### src/rtl/mult_accum_pkg.sv
// Shared types for the mult_accum sequencer: FSM state encoding and MAC defaults.
package mult_accum_pkg;

  typedef enum logic [2:0] {
    IDLE  = 3'd0,
    FEED  = 3'd1,
    DRAIN = 3'd2,
    CAPT  = 3'd3,
    HOLD  = 3'd4
  } state_t;

  localparam int MAC_LATENCY_DEF = 3;

  // Width of the drain counter; it must reach mac_latency.
  function automatic int dcnt_bits(input int lat);
    return $clog2(lat + 2);
  endfunction

endpackage

### src/rtl/mult_accum_seq_cnt.sv
// Saturating beat counter with clear, load-to-one and increment.
module mult_accum_seq_cnt
  import mult_accum_pkg::*;
#(
  parameter int cnt_width = 8
) (
  input  logic                 clock0,
  input  logic                 aclr0,
  input  logic                 i_clr,
  input  logic                 i_load1,
  input  logic                 i_inc,
  output logic [cnt_width-1:0] o_cnt,
  output logic                 o_sat
);

  logic [cnt_width-1:0] r_cnt;
  logic                 r_sat;

  // Sticky saturation flags an increment attempted while already at all-ones.
  always_ff @(posedge clock0) begin
    if (aclr0 || i_clr) begin
      r_cnt <= '0;
      r_sat <= 1'b0;
    end else if (i_load1) begin
      r_cnt <= cnt_width'(1);
      r_sat <= 1'b0;
    end else if (i_inc) begin
      if (&r_cnt) begin
        r_sat <= 1'b1;
      end else begin
        r_cnt <= r_cnt + cnt_width'(1);
      end
    end
  end

  assign o_cnt = r_cnt;
  assign o_sat = r_sat;

endmodule

### src/rtl/mult_accum_seq.sv
// Operand sequencer and result capture for the mult_accum MAC: one dot product per vector,
// drained through the MAC pipeline and presented on a valid/ready output.
module mult_accum_seq
  import mult_accum_pkg::*;
#(
  parameter int width_a      = 8,
  parameter int width_b      = 8,
  parameter int width_result = 24,
  parameter int mac_latency  = MAC_LATENCY_DEF,
  parameter int cnt_width    = 8
) (
  input  logic                    clock0,
  input  logic                    aclr0,
  input  logic                    in_valid,
  output logic                    in_ready,
  input  logic [width_a-1:0]      in_a,
  input  logic [width_b-1:0]      in_b,
  input  logic                    in_last,
  output logic [width_a-1:0]      dataa,
  output logic [width_b-1:0]      datab,
  output logic                    accum_sload,
  output logic                    ena0,
  input  logic [width_result-1:0] result,
  output logic                    out_valid,
  input  logic                    out_ready,
  output logic [width_result-1:0] out_data,
  output logic [cnt_width-1:0]    out_count,
  output logic                    out_cnt_sat
);

  localparam int DW = dcnt_bits(mac_latency);
  localparam logic [DW-1:0] DCNT_LAST = DW'(mac_latency);

  state_t                  r_state;
  logic [DW-1:0]           r_dcnt;
  logic [width_a-1:0]      r_dataa;
  logic [width_b-1:0]      r_datab;
  logic                    r_sload;
  logic                    r_ena0;
  logic                    r_out_valid;
  logic [width_result-1:0] r_out_data;
  logic [cnt_width-1:0]    r_out_count;
  logic                    r_out_cnt_sat;

  logic                    w_ready;
  logic                    w_beat;
  logic                    w_done;
  logic [cnt_width-1:0]    w_cnt;
  logic                    w_sat;

  assign w_ready = (r_state == IDLE) || (r_state == FEED);
  assign w_beat  = in_valid && w_ready;
  assign w_done  = (r_state == HOLD) && out_ready;

  mult_accum_seq_cnt #(
    .cnt_width (cnt_width)
  ) u_cnt (
    .clock0  (clock0),
    .aclr0   (aclr0),
    .i_clr   (w_done),
    .i_load1 (w_beat && (r_state == IDLE)),
    .i_inc   (w_beat && (r_state == FEED)),
    .o_cnt   (w_cnt),
    .o_sat   (w_sat)
  );

  // ena0/sload default low so bubbles and idle cycles freeze the MAC.
  always_ff @(posedge clock0) begin
    if (aclr0) begin
      r_state       <= IDLE;
      r_dcnt        <= '0;
      r_dataa       <= '0;
      r_datab       <= '0;
      r_sload       <= 1'b0;
      r_ena0        <= 1'b0;
      r_out_valid   <= 1'b0;
      r_out_data    <= '0;
      r_out_count   <= '0;
      r_out_cnt_sat <= 1'b0;
    end else begin
      r_ena0  <= 1'b0;
      r_sload <= 1'b0;
      case (r_state)
        IDLE, FEED: begin
          if (w_beat) begin
            r_dataa <= in_a;
            r_datab <= in_b;
            r_ena0  <= 1'b1;
            r_sload <= (r_state == IDLE);
            r_dcnt  <= '0;
            r_state <= in_last ? DRAIN : FEED;
          end else begin
            r_state <= r_state;
          end
        end
        DRAIN: begin
          // Zero operands flush the pipe while adding nothing to the sum.
          r_ena0  <= 1'b1;
          r_dataa <= '0;
          r_datab <= '0;
          if (r_dcnt == DCNT_LAST) begin
            r_state <= CAPT;
          end else begin
            r_dcnt <= r_dcnt + DW'(1);
          end
        end
        CAPT: begin
          r_out_data    <= result;
          r_out_count   <= w_cnt;
          r_out_cnt_sat <= w_sat;
          r_out_valid   <= 1'b1;
          r_state       <= HOLD;
        end
        HOLD: begin
          if (out_ready) begin
            r_out_valid <= 1'b0;
            r_state     <= IDLE;
          end else begin
            r_state <= HOLD;
          end
        end
        default: begin
          r_state <= IDLE;
        end
      endcase
    end
  end

  assign in_ready    = w_ready;
  assign dataa       = r_dataa;
  assign datab       = r_datab;
  assign accum_sload = r_sload;
  assign ena0        = r_ena0;
  assign out_valid   = r_out_valid;
  assign out_data    = r_out_data;
  assign out_count   = r_out_count;
  assign out_cnt_sat = r_out_cnt_sat;

endmodule
### config.mk
export PLATFORM = sky130hd
export DESIGN_NAME = mult_accum_seq
export DESIGN_NICKNAME = d
export VERILOG_FILES = /design/src/rtl/mult_accum_pkg.sv /design/src/rtl/mult_accum_seq_cnt.sv /design/src/rtl/mult_accum_seq.sv
export SDC_FILE = /design/constraint.sdc
export NUM_CORES = 1
export LEC_CHECK = 0
export ABC_AREA = 1
export CAP_MARGIN = 10
export CORE_UTILIZATION = 40
export CTS_CLUSTER_DIAMETER = 150
export DETAILED_ROUTE_END_ITERATION = 7
export MAX_ROUTING_LAYER = met4
export PLACE_DENSITY = 0.74
export SYNTH_ARGS = -nofsm -noshare
export SYNTH_HDL_FRONTEND = slang
export SYNTH_SLANG_ARGS = --single-unit
### constraint.sdc
create_clock -name clock0 -period 1.5 [get_ports clock0]
set_input_delay 0.45 -clock clock0 [delete_from_list [all_inputs] [get_ports clock0]]
set_output_delay 0.45 -clock clock0 [all_outputs]
set_load 0.02 [all_outputs]
==> results.sh <==
export IMPL_grt_pass1_wl_um=10500
export IMPL_synth_edf_count=0
export IMPL_die_width_um=82.4
export IMPL_setup_tns_ns=0
export IMPL_area_growth_pct=49.1
export IMPL_routabilityCongestion=0.903
export IMPL_clock_sinks=67
export IMPL_period_share_pct=96.9
export IMPL_cpLargestDelayFamily="buffers and inverters"
export IMPL_intPower_uw=2870
export IMPL_wl_per_cell_um=12.0
export IMPL_synth_top_area_cell="dfxtp_1"
export IMPL_insertion_delay_ns=0.33
export IMPL_critPathMaxStageDelay_ns=0.34
export IMPL_pin_count=98
export IMPL_dpl_hpwl_um=4660
export IMPL_drtIter0Drc=64
export IMPL_dr_pass1_iters=4
export IMPL_grt_max_degree=31
export IMPL_yosys_top_cells_count="83 x nor2_1, 67 x dfxtp_1, 61 x nand2_1"
export IMPL_ctsHoldBuffers=0
export IMPL_syn_nets=390
export IMPL_nets=505
export IMPL_clock_skew_ns=0.00519
export IMPL_synthCells=342
export IMPL_slew_violations=0
export IMPL_arrival_ns=1.00
export IMPL_core_area_sq_um=6100
export IMPL_worstRegToRegCells=8
export IMPL_fin_total_pwr_uw=3940
export IMPL_path_class="reg2out"
export IMPL_ys_seq_area_share_pct=51.8
export IMPL_syn_area_sq_um=2590
export IMPL_hold_viol=0
export IMPL_ys_async_sr_fraction_pct=0
export IMPL_cts_buffers=9
export IMPL_overflow=0
export IMPL_cp_num_cells=1
export IMPL_synthMostInstantiatedCell="nor2_1"
export IMPL_die_y_um=82.4
export IMPL_path_cells="dlygate4sd2_1"
export IMPL_worst_pin_slew_ns=0.285
export IMPL_status="complete, no violations"
export IMPL_swShare_pct=27.2
export IMPL_n_fill_cell=557
export IMPL_worstPathRequired_ns=1.05
export IMPL_cts_setup_buffers=0
export IMPL_rows=28
export IMPL_clk_pin_slew_ns=0.07
export IMPL_cts_root_buffer="clkbuf_8"
export IMPL_syn_avg_cell_area_sq_um=7.57
export IMPL_min_period_ns=1.45
export IMPL_power_density_nw_per_um2=1020
export IMPL_p_seq_share_pct=49.1
export IMPL_maxSlewHeadroom_pct=80.9
export IMPL_avgViaCountPerCell=4.75
export IMPL_rsz0062_at_grt="false"
export IMPL_dieArea_sq_um=6800
export IMPL_setup_viol=0
export IMPL_end_kind="primary output"
export IMPL_max_cap_violations=0
export IMPL_wirelength_um=6410
export IMPL_initial_utilization_pct=42.5
export IMPL_power_frac_comb_pct=18.2
export IMPL_finalWorstSetupSlack_ns=0.0467
export IMPL_synth_flop_cell="dfxtp_1"
export IMPL_cts_max_path_buffers=2
export IMPL_slowest_stage="dlygate4sd2_1"
export IMPL_antenna_found_initial=0
export IMPL_htree_levels=3
export IMPL_drc=0
export IMPL_via_count=2540
export IMPL_critPathMaxFanout=2
export IMPL_grt_pass1_vias=2519
export IMPL_cp_endpoint="out_count[7]"
export IMPL_dp_slack_ns=-0.207
export IMPL_max_freq_ghz=0.688
export IMPL_r2r_end="u_cnt.o_cnt[4]"
export IMPL_irDropWorstVdd_mv=0.638
export IMPL_synth_seq_cells=67
export IMPL_p_sw_uw=1070
export IMPL_numPortBuffers=97
export IMPL_crit_buf_inv=1
export IMPL_cts_tree="yes"
export IMPL_hold_path_class="reg2reg"
export IMPL_p_clk_share_pct=32.7
export IMPL_synth_distinct_cells=27
export IMPL_cp_start_kind="register"
export IMPL_r2r_setup_slack_ns=0.14
export IMPL_yosys_warnings=0
export IMPL_r2r_start="u_cnt.o_cnt[0]"
export IMPL_ant_nets=0
export IMPL_cp_startpoint="out_count[7]"
export IMPL_grt_util_all_layers_pct=21.1
export IMPL_synthTopCellsByArea="dfxtp_1 52%, nor2_1 12%, nand2_1 8.8%"
export IMPL_p_leak_uw=0.00178
export IMPL_antennaDiodeCount=0
export IMPL_yosys_area_top_type_share_pct=51.8
export IMPL_drive_above_1_share_pct=11.1
[how the worst min path moves through the flow]
stage                 from          end  slack, ns  depth (start not counted)
3_5_place_dp      datab[0]     datab[0]       0.45                          2
6_report          datab[0]     datab[0]       0.46                          2
3_3_place_gp      datab[0]     datab[0]       0.45                          2
5_1_grt           dataa[0]     dataa[0]       0.49                          2
4_1_cts           dataa[5]     dataa[5]       0.46                          2
2_1_floorplan  u_cnt.o_sat  u_cnt.o_sat       0.44                          2
[state kept, by name (all words and copies together), names as in the netlist]
register,count
u_cnt.o_cnt,8
r_dcnt,3
accum_sload,1
u_cnt.o_sat,1
dataa,8
out_data,24
ena0,1
out_valid,1
out_cnt_sat,1
datab,8
out_count,8
r_state,3
[kinds of logic after synthesis]
| family | count (synthesis) | share of synthesized area [%] |
|---|---|---|
| XOR/XNOR | 3 | 1.02 |
| buffers and inverters | 36 | 6.38 |
| flip-flops | 67 | 51.8 |
| adder cells (fa/ha/maj) | 3 | 1.45 |
| AND/OR/NAND/NOR | 164 | 25.8 |
| AO/OA/AOI/OAI | 69 | 13.6 |
[stage by stage]
step                      cell area, sq um  utilization [%]  instances  hold slack [ns]
after floorplan                       2590                -        342            0.437
after global placement                3740             61.4        521            0.448
after detailed placement              3740             61.4        521            0.453
after CTS                             3840             63.0        535            0.460
after global routing                  3860             63.3        535            0.492
final                                 3860             63.3        535            0.458
[metal layers]
layer,track usage [%],vias to the layer above,wire [um],share of wire [%]
met1,23.5,1119,2820,44
met4,9.12,0,89,1.4
met2,33.9,90,2940,46
met5,-,-,0,0
li1,-,1322,-,-
met3,7.58,9,556,8.7
[timing repair]
action,CTS,global route
cloned,0,0
pin swaps,0,0
endpoints found under the setup margin,53,31
resized for setup,56,34
[cell usage in the layout, fill, tap and decap left out]
master,synthesis,layout
nor2_1,83,83
dfxtp_1,67,67
nand2_1,61,61
clkdlybuf4s50_1,0,44
o21ai_0,34,33
a21oi_1,27,27
clkdlybuf4s15_1,0,27
dlygate4sd2_1,0,22
buf_4,3,20
inv_1,15,15
clkbuf_8,0,11
inv_2,6,6
o21ai_1,5,6
nand3_1,6,6
nor3_1,4,4
nand4_1,3,3
xor2_1,3,3
ha_1,3,3
clkinv_2,0,3
clkbuf_2,0,3
nand2_2,2,2
nor2_2,1,1
nand3_2,1,1
nor3_4,1,1
or2_2,1,1
clkinv_1,1,1
a31oi_1,1,1
o21bai_1,1,1
nor4_1,1,1
o21a_1,1,1
buf_2,3,1
buf_12,0,1
[area by class of cell]
| class | count | area [sq um] | share of cell area (%) |
|---|---|---|---|
| multi-input cells | 239 | 1080 | 28.0 |
| well taps | 75 | 93.8 | 2.43 |
| clock inverters | 3 | 15.0 | 0.389 |
| flip-flops and latches | 67 | 1340 | 34.7 |
| inverters | 22 | 82.6 | 2.14 |
| clock buffers | 11 | 151 | 3.92 |
| repair buffers | 118 | 1090 | 28.3 |
[power groups by stage]
stage	Sequential [uW]	Combinational (uW)	Clock [uW]
final	1940	720	1290
after global routing	1950	798	1420
after CTS	1930	718	1340
after detailed placement	1980	777	0
after global placement	1970	767	0
after floorplan	2080	276	0
No activity file was read; power rests on OpenSTA's default activity.
